## src/rtl/serial_sub_pkg.sv

```systemverilog
// Shared types and sizing helpers for the digit-serial subtractor.
package serial_sub_pkg;

    typedef enum logic [1:0] {
        IDLE,
        RUN,
        DONE
    } state_t;

    localparam int DEF_WIDTH = 16;
    localparam int DEF_DIGIT = 4;

    function automatic int num_digits(input int width, input int digit);
        return width / digit;
    endfunction

endpackage

```

## src/rtl/sub_digit.sv

```systemverilog
// One DIGIT-wide subtract-with-borrow slice, reused every RUN cycle.
module sub_digit
    import serial_sub_pkg::*;
#(
    parameter int DIGIT = DEF_DIGIT
) (
    input  logic [DIGIT-1:0] x,
    input  logic [DIGIT-1:0] y,
    input  logic             bin,
    output logic [DIGIT-1:0] d,
    output logic             bout
);

    logic [DIGIT:0] full;

    // A negative result leaves the extra top bit set, which is exactly the borrow.
    assign full = {1'b0, x} - {1'b0, y} - {{DIGIT{1'b0}}, bin};
    assign d    = full[DIGIT-1:0];
    assign bout = full[DIGIT];

endmodule

```

## src/rtl/serial_sub16.sv

```systemverilog
// Digit-serial subtractor: diff = {borrow_out, a - b - bin}, LS digit first.
// Optional signed-overflow output compiled in with `define SERIAL_SUB_OVF_EN.
module serial_sub16
    import serial_sub_pkg::*;
#(
    parameter int WIDTH = DEF_WIDTH,
    parameter int DIGIT = DEF_DIGIT
) (
    input  logic             clk,
    input  logic             rst_n,
    input  logic             in_valid,
    output logic             in_ready,
    input  logic [WIDTH-1:0] a,
    input  logic [WIDTH-1:0] b,
    input  logic             bin,
    output logic             out_valid,
    input  logic             out_ready,
    output logic [WIDTH:0]   diff
`ifdef SERIAL_SUB_OVF_EN
    ,
    output logic             ovf
`endif
);

    localparam int NUM   = num_digits(WIDTH, DIGIT);
    localparam int CNT_W = (NUM > 1) ? $clog2(NUM) : 1;

    generate
        if ((WIDTH % DIGIT) != 0) begin : g_bad_digit
            $error("serial_sub16: DIGIT must divide WIDTH evenly");
        end
    endgenerate

    state_t             state, next_state;
    logic [CNT_W-1:0]   cnt;
    logic               borrow;
    logic [WIDTH-1:0]   a_sr, b_sr, res_sr;
    logic [WIDTH-1:0]   res_next;
    logic [DIGIT-1:0]   dig_d;
    logic               dig_bout;
    logic               last;
`ifdef SERIAL_SUB_OVF_EN
    logic               a_msb, b_msb;
`endif

    sub_digit #(.DIGIT(DIGIT)) u_digit (
        .x    (a_sr[DIGIT-1:0]),
        .y    (b_sr[DIGIT-1:0]),
        .bin  (borrow),
        .d    (dig_d),
        .bout (dig_bout)
    );

    // New digit enters at the MSB end; after NUM shifts the LS digit sits at bit 0.
    assign res_next = WIDTH'({dig_d, res_sr} >> DIGIT);
    assign last     = (cnt == CNT_W'(NUM - 1));

    // NOTE: every output of a combinational block gets a default first so no path leaves it unassigned and infers a latch.
    always_comb begin
        next_state = state;
        in_ready   = 1'b0;
        out_valid  = 1'b0;
        unique case (state)
            IDLE: begin
                in_ready = 1'b1;
                if (in_valid) next_state = RUN;
            end
            RUN: begin
                if (last) next_state = DONE;
            end
            DONE: begin
                out_valid = 1'b1;
                if (out_ready) next_state = IDLE;
            end
            default: next_state = IDLE;
        endcase
    end

    // NOTE: sequential state uses non-blocking assignments so every register samples pre-edge values.
    always_ff @(posedge clk or negedge rst_n) begin
        if (!rst_n) begin
            state  <= IDLE;
            cnt    <= '0;
            borrow <= 1'b0;
            diff   <= '0;
`ifdef SERIAL_SUB_OVF_EN
            ovf    <= 1'b0;
`endif
        end else begin
            state <= next_state;
            unique case (state)
                IDLE: begin
                    if (in_valid) begin
                        cnt    <= '0;
                        borrow <= bin;
                    end
                end
                RUN: begin
                    cnt    <= cnt + CNT_W'(1);
                    borrow <= dig_bout;
                    // diff is written only here, so partial results never show.
                    if (last) begin
                        diff <= {dig_bout, res_next};
`ifdef SERIAL_SUB_OVF_EN
                        ovf  <= (a_msb != b_msb) && (res_next[WIDTH-1] != a_msb);
`endif
                    end
                end
                default: ;
            endcase
        end
    end

    // NOTE: operand/result shift registers carry no reset; they are always reloaded on acceptance before use.
    always_ff @(posedge clk) begin
        if (state == IDLE && in_valid) begin
            a_sr   <= a;
            b_sr   <= b;
            res_sr <= '0;
`ifdef SERIAL_SUB_OVF_EN
            a_msb  <= a[WIDTH-1];
            b_msb  <= b[WIDTH-1];
`endif
        end else if (state == RUN) begin
            a_sr   <= a_sr >> DIGIT;
            b_sr   <= b_sr >> DIGIT;
            res_sr <= res_next;
        end
    end

endmodule
```

## config.mk

```make
export PLATFORM = sky130hd
export DESIGN_NAME = serial_sub16
export DESIGN_NICKNAME = d
export VERILOG_FILES = /design/src/rtl/serial_sub_pkg.sv /design/src/rtl/sub_digit.sv /design/src/rtl/serial_sub16.sv
export SDC_FILE = /design/constraint.sdc
export NUM_CORES = 1
export LEC_CHECK = 0
export ABC_AREA = 1
export BUFFER_PORTS_ARGS = -buffer_cell sky130_fd_sc_hd__buf_4
export CAP_MARGIN = 20
export CORE_MARGIN = 5
export CORE_UTILIZATION = 59
export CTS_CLUSTER_SIZE = 16
export DETAILED_ROUTE_END_ITERATION = 16
export GPL_ROUTABILITY_DRIVEN = 0
export PLACE_DENSITY = 0.84
export SYNTH_ARGS = -nofsm -noshare
export SYNTH_HDL_FRONTEND = slang
export SYNTH_SLANG_ARGS = --single-unit
```

## constraint.sdc

```tcl
create_clock -name clk -period 2.65 [get_ports clk]
set_input_delay 0.1325 -clock clk [delete_from_list [all_inputs] [get_ports clk]]
set_output_delay 0.1325 -clock clk [all_outputs]
set_load 0.02 [all_outputs]
```

==> flow_metrics.py, run 1 <==
metrics = {
    "finish": {
        "drive_above_1_share": 0.294,
        "fillers": 334,
        "antenna_cells": 0,
        "areaGrowthSynthToFinish_pct": 20.9,
        "fin_util": 0.743,
        "fin_area_um2": 3560,
        "fin_nets": 391,
    },
    "worst_setup_path": {
        "cp.required_ns": 2.88,
        "reg2reg_to": "res_sr[15]$_SDFFE_PP0P_",
        "cp_max_fo": 2,
        "cp.arrival_ns": 2.07,
        "end_kind": "flip-flop",
        "r2r_cells": 8,
        "rrSetupSlack_ns": 0.81,
        "crit_type": "reg -> reg",
        "setup.worst_path.start_class": "flip-flop",
        "worstReg2RegStart": "borrow$_DFFE_PN0P_",
    },
    "worst_hold_path": {
        "holdCritPathClass": "in -> reg",
        "min_to": "a_sr[15]$_SDFFCE_PN0P_",
        "hold_path_depth": 3,
        "hp-start": "a[15]",
    },
    "timing": {
        "slew_headroom": 0.450,
        "period_share": 0.694,
        "fin_tns_setup_ns": 0,
        "setup_slack_ns": 0.810,
        "setup_viol": 0,
        "fin_skew_ns": 0.00325,
        "period_needed_ns": 1.84,
        "max_slew.worst_pin.slew_ns": 0.824,
        "fmax_mhz": 544,
        "hold_viol": 0,
        "maxSlewViolCount": 0,
        "rsz0062_at_grt": "no",
    },
    "yosys": {
        "avgSynthCellArea_um2": 10.2,
        "yosysSeqAreaShare": 0.595,
        "synth_flop_cell": "edfxtp_1",
        "synthTopCellsByCount": "nand2_1 (75), inv_1 (33), edfxtp_1 (32)",
        "yosys.cell_count.top_type": "nand2_1",
        "synthArstFlopShare": 0.333,
        "syn_area_um2": 2940,
        "ys_ff_latch": 66,
        "synth_edf_count": 32,
        "synth_cell_types": 27,
        "netlist_top_cells_area": "edfxtp_1 (33%), dfrtp_1 (19%), nand2_1 (9.6%)",
        "netlist_instances": 289,
        "synth_nets": 335,
        "ys_warn_count": 0,
        "synth_area_leader_cell": "edfxtp_1",
        "synth_top_area_share": 0.327,
    },
    "detailed_routing": {
        "dr.pass1.iters": 4,
        "drt_iter0_markers": 144,
        "drt-vias-per-instance": 4.91,
        "drc": 0,
        "via_count": 2048,
        "drt-total-wl_um": 5220,
        "antenna_left": 0,
        "wl_per_cell_um": 12.5,
    },
    "grt": {
        "grt_pass1_vias": 2084,
        "grt_max_degree": 44,
        "antenna_found_initial": 0,
        "grt_overflow": 0,
        "grtUsageTotal": 0.190,
        "grt_pass1_wl_um": 9250,
    },
    "floorplanning": {
        "fp.dieW_um": 80.6,
        "die_h_um": 80.6,
        "rows": 25,
        "coreArea_um2": 4790,
        "ios": 56,
        "start_util": 0.615,
        "die_area_um2": 6500,
    },
    "cts": {
        "cts_tree": "yes",
        "clk_latency_ns": 0.34,
        "cts_buffer_depth": 2,
        "post_cts_buffers": 0,
        "cts-hold-fix-buffers": 2,
        "cts-buffers-inserted": 9,
        "cts-root-buf": "clkbuf_8",
        "cts_resized": 0,
        "htreeDepth": 3,
        "cts.sinks": 66,
        "path_clk_slew_ns": 0.06,
    },
    "place": {
        "place_area_um2": 3350,
        "io_buffers": 55,
        "post-dp-hpwl_um": 3550,
        "place_ws_ns": 0.805,
    },
    "pwr": {
        "switching_share": 0.388,
        "p_comb_frac": 0.428,
        "seq_power_share": 0.406,
        "switchingPower_w": 0.00182,
        "power.internal_w": 0.00287,
        "pwr-share-clk": 0.165,
        "leakage_nw": 1.75,
        "power.density_nw_per_um2": 1320,
        "vdd_drop_max_v": 0.000688,
    },
    "run": {
        "cap_violations": 0,
    },
    "run_status": {
        "status": "finished, final reports clean",
    },
}
## metal layers
layer	global-route usage	wire length [um]	vias up
li1	-	-	1050
met4	0.111	172	0
met2	0.286	2490	57
met1	0.235	2200	923
met5	0	0	-
met3	0.0684	359	18
## cells in the final DEF (no fill, tap or decap), drive strengths merged
cell type,instances
dfxtp,12
dlygate4sd3,2
clkinv,2
a22o,1
edfxtp,32
dfrtp,22
xnor2,1
o31ai,1
fa,2
ha,7
o21ai,19
nand3b,1
nand2,90
buf,56
clkbuf,14
nor2,13
nand3,28
xor2,1
inv,37
o22ai,9
## power groups by stage
stage | sequential, W | clock [W] | combinational, W
2_1_floorplan | 0.00201 | 0 | 0.00139
3_3_place_gp | 0.00190 | 0 | 0.00195
3_5_place_dp | 0.00192 | 0 | 0.00202
4_1_cts | 0.00191 | 0.000790 | 0.00203
5_1_grt | 0.00196 | 0.000849 | 0.00229
6_report | 0.00190 | 0.000775 | 0.00201
## critical path: stages, from the launching register on
cell      delay, ns
dfrtp_1        0.35
inv_1          0.06
fa_1           0.56
inv_1          0.05
ha_1           0.16
o21ai_0        0.23
nand3b_1       0.15
nand3_1        0.11
nand2_1        0.06
## sequential cells by signal (all words and copies together) (netlist names)
name,count
diff,17
a_sr,16
b_sr,16
res_sr,12
cnt,2
state,2
borrow,1
## stage by stage
stage	hold slack (ns)	instances	power (W)
final	0.0881	417	0.00469
after floorplan	-0.163	289	0.00340
after detailed placement	0.0353	399	0.00394
after global placement	0.0337	399	0.00385
after global routing	0.0734	417	0.00509
after CTS	0.0768	417	0.00473
## kinds of logic after synthesis
kind of cell | share of synthesized area
buffers and inverters | 0.0800
XOR/XNOR | 0.00596
flip-flops | 0.595
AND/OR/NAND/NOR | 0.200
AO/OA/AOI/OAI | 0.0749
adder cells (fa/ha/maj) | 0.0434
## worst max-delay path by stage
stage | cells after the start | startpoint | slack [ns] | to
6_report | 8 | borrow$_DFFE_PN0P_ | 0.81 | res_sr[15]$_SDFFE_PP0P_
4_1_cts | 8 | borrow$_DFFE_PN0P_ | 0.80 | res_sr[15]$_SDFFE_PP0P_
3_3_place_gp | 8 | borrow$_DFFE_PN0P_ | 0.89 | res_sr[15]$_SDFFE_PP0P_
3_5_place_dp | 8 | borrow$_DFFE_PN0P_ | 0.80 | res_sr[15]$_SDFFE_PP0P_
2_1_floorplan | 8 | borrow$_DFFE_PN0P_ | 0.99 | diff[15]$_DFFE_PN0P_
5_1_grt | 8 | borrow$_DFFE_PN0P_ | 0.64 | res_sr[15]$_SDFFE_PP0P_
## layout make-up
class	count	area, um^2	area share
flip-flops and latches	66	1750	0.493
clock buffers	14	174	0.0489
well taps	67	83.8	0.0236
clock inverters	2	10.0	0.00281
multi-input cells	173	955	0.268
inverters	37	141	0.0398
repair buffers	58	440	0.124
(Power assumes the default switching activity.)
==> inputs of run 2 (changes only) <==
ABC_AREA = 0   (was 1)
CORE_UTILIZATION = 49   (was 59)
PLACE_DENSITY = 0.75   (was 0.84)
clock period = 1.69 ns   (was 2.65 ns; I/O delays follow)
==> run 2 against run 1 <==
Against the previous run: the flow now finishes with violations (setup timing); sequential cell count did not move; critical path depth down 1; global-route usage down 3.3 points; sequential share of layout area down 3.2 points.
==> flow_metrics.py, run 2 <==
metrics = {
    "run_status": {
        "status": "finished with violations",
        "violations": "setup timing",
    },
    "cts": {
        "path_clk_slew_ns": 0.07,
        "cts-buffers-inserted": 9,
        "cts_tree": "yes",
        "cts_buffer_depth": 2,
        "clk_latency_ns": 0.35,
        "htreeDepth": 3,
        "cts-root-buf": "clkbuf_8",
        "cts.sinks": 66,
    },
    "timing": {
        "hold_slack_ns": 0.00592,
        "maxSlewViolCount": 0,
        "hold_viol": 0,
        "setup_viol": 1,
        "fin_skew_ns": 0.00877,
        "period_needed_ns": 1.70,
        "period_share": 1.01,
        "setup_slack_ns": -0.00868,
        "fmax_mhz": 589,
        "fin_tns_setup_ns": -0.00868,
        "slew_headroom": 0.548,
        "rsz0062_at_grt": "yes",
        "max_slew.worst_pin.slew_ns": 0.676,
    },
    "detailed_routing": {
        "via_count": 2046,
        "drc": 0,
        "drt-vias-per-instance": 4.83,
        "wl_per_cell_um": 13.1,
        "drt-total-wl_um": 5550,
        "antenna_left": 0,
        "drt_iter0_markers": 92,
        "dr.pass1.iters": 4,
    },
    "worst_hold_path": {
        "hold_path_depth": 3,
        "hp-start": "b[11]",
        "min_to": "b_sr[11]$_DFFE_PP_",
        "holdCritPathClass": "in -> reg",
    },
    "yosys": {
        "synth_top_family_by_area": "simple AND/OR/NAND/NOR gates",
        "ys_ff_latch": 66,
        "syn_area_um2": 2890,
        "synth_edf_count": 32,
        "netlist_top_cells_area": "edfxtp_1 (33%), dfrtp_1 (19%), nand2_1 (12%)",
        "yosys.area_share.simple": 0.205,
        "synth-xor-area-share": 0.00607,
        "synth_flop_cell": "edfxtp_1",
        "synth_area_leader_cell": "edfxtp_1",
        "synthArstFlopShare": 0.333,
        "ys_warn_count": 0,
        "synth_nets": 310,
        "avgSynthCellArea_um2": 10.9,
        "synthTopCellsByCount": "nand2_1 (96), edfxtp_1 (32), dfrtp_1 (22)",
        "yosysSeqAreaShare": 0.607,
        "netlist_instances": 264,
        "synth_fa_ha_area_frac": 0.0442,
        "synth_cell_types": 32,
        "yosys.cell_count.top_type": "nand2_1",
        "synth_compound_area_frac": 0.0334,
        "muxShareOfSynthArea": 0.0537,
        "synth_top_area_share": 0.333,
    },
    "grt": {
        "antenna_found_initial": 0,
        "grt_max_degree": 33,
        "grt_pass1_vias": 1943,
        "grt_pass1_wl_um": 8940,
        "grt_overflow": 0,
        "grtUsageTotal": 0.158,
    },
    "worst_setup_path": {
        "r2r_cells": 7,
        "crit_top_cell": "inv_2",
        "end_kind": "flip-flop",
        "cp_max_fo": 4,
        "cp.required_ns": 1.91,
        "max_stage_delay_ns": 0.59,
        "worstReg2RegStart": "borrow$_DFFE_PN0P_",
        "cp_slowest_cell": "fa_2",
        "crit_chain": "inv_2 > fa_2 > inv_2 > ha_4 > o21ai_4 > a211o_1 > nand3_1",
        "rrSetupSlack_ns": -0.009,
        "cp.arrival_ns": 1.92,
        "path_buf_inv": 2,
        "setup.worst_path.start_class": "flip-flop",
        "crit_type": "reg -> reg",
        "path_delay_family": "adder cells",
        "reg2reg_to": "diff[15]$_DFFE_PN0P_",
    },
    "finish": {
        "top_regs": "diff: 17 flops, a_sr: 16 flops, b_sr: 16 flops",
        "fillers": 454,
        "largest_register": "diff",
        "largest_register_ffs": 17,
        "fin_util": 0.654,
        "multi_input_area_um2": 1050,
        "drive_above_1_share": 0.301,
        "mostFrequentLayoutCell": "nand2_1",
        "fin_area_um2": 3800,
        "antenna_cells": 0,
        "seqCellArea_um2": 1750,
        "fin_cells": 424,
        "fin_nets": 390,
        "areaGrowthSynthToFinish_pct": 31.7,
        "mostFrequentLayoutCells": "nand2_1 (95), buf_4 (63), edfxtp_1 (32)",
    },
    "place": {
        "place_area_um2": 3400,
        "dp_cells": 389,
        "io_buffers": 55,
        "post-dp-hpwl_um": 3590,
    },
    "floorplanning": {
        "die_h_um": 86.8,
        "rows": 28,
        "coreArea_um2": 5820,
        "start_util": 0.497,
        "die_area_um2": 7530,
        "fp.dieW_um": 86.8,
        "ios": 56,
    },
    "pwr": {
        "seq_power_share": 0.384,
        "power.density_nw_per_um2": 2090,
        "pwr-share-clk": 0.151,
        "vdd_drop_max_v": 0.000921,
        "leakage_nw": 1.83,
        "power.internal_w": 0.00499,
        "p_comb_frac": 0.465,
        "switching_share": 0.371,
        "switchingPower_w": 0.00295,
    },
    "run": {
        "cap_violations": 0,
    },
}
## run 2: cell types whose count changed after synthesis, moves of 3 or more
cell / before / now
mux2_2: 0 / 11
o22ai_1: 9 / 0
nor2_1: 12 / 2
o21ai_2: 14 / 0
inv_1: 33 / 11
o21ai_0: 2 / 8
nand3_1: 28 / 15
and2_1: 0 / 8
inv_2: 3 / 0
buf_2: 3 / 6
nand2_2: 13 / 0
buf_4: 3 / 0
nand2_1: 75 / 96
## run 2: cell families after synthesis
kind of cell,after synthesis
adders and majority gates,9
buffers and inverters,25
xor gates and xnor gates,2
DFF,66
muxes,14
AOI/OAI and AO/OA,16
and+or+nand+nor,132
## run 2: area by class of cell
type | count | area share
Sequential cell | 66 | 0.461
Multi-Input combinational cell | 173 | 0.276
Timing Repair Buffer | 83 | 0.182
Clock buffer | 13 | 0.0421
Tap cell | 75 | 0.0247
Inverter | 11 | 0.0109
Clock inverter | 3 | 0.00395
## run 2: how the worst max path moves through the flow
stage | depth (start not counted) | from | slack [ns] | to
2_1_floorplan | 5 | state[0]$_DFFE_PN0P_ | 0.004 | a_sr[0]$_DFFE_PP_
4_1_cts | 6 | a_sr[0]$_DFFE_PP_ | 0.008 | diff[15]$_DFFE_PN0P_
5_1_grt | 7 | borrow$_DFFE_PN0P_ | -0.06 | diff[16]$_DFFE_PN0P_
3_3_place_gp | 7 | borrow$_DFFE_PN0P_ | -0.04 | diff[15]$_DFFE_PN0P_
3_5_place_dp | 7 | borrow$_DFFE_PN0P_ | -0.14 | diff[15]$_DFFE_PN0P_
6_report | 7 | borrow$_DFFE_PN0P_ | -0.009 | diff[15]$_DFFE_PN0P_
## run 2: what timing repair did
item	4_1_cts	5_1_grt
pin swaps	3	4
buffers inserted	0	1
hold endpoints to repair	37	2
setup endpoints to repair	5	6
hold buffers	16	2
resized for setup	6	8
## run 2: routing by layer
metal  up-vias  GRT usage  wire, um
met5         -          0         0
met3         9     0.0684       398
met1       945      0.190      2280
met2        58      0.250      2790
li1       1034          -         -
met4         0     0.0609        88
## run 2: power groups by stage
stage / registers (W) / clock network (W) / logic [W]
6_report: 0.00305 / 0.00120 / 0.00369
2_1_floorplan: 0.00323 / 0 / 0.00214
4_1_cts: 0.00305 / 0.00122 / 0.00358
3_5_place_dp: 0.00308 / 0 / 0.00339
5_1_grt: 0.00313 / 0.00130 / 0.00412
3_3_place_gp: 0.00304 / 0 / 0.00323
## run 2: metrics by stage
step           setup WS [ns]  power [W]
6_report            -0.00868    0.00794
5_1_grt              -0.0643    0.00856
4_1_cts              0.00796    0.00786
3_5_place_dp          -0.140    0.00647
3_3_place_gp         -0.0393    0.00627
2_1_floorplan        0.00392    0.00536
## run 2: worst min-delay path, cell delays in order
cell and delay (ns):
buf_4 0.08, nand2_1 0.04, nand2_1 0.05
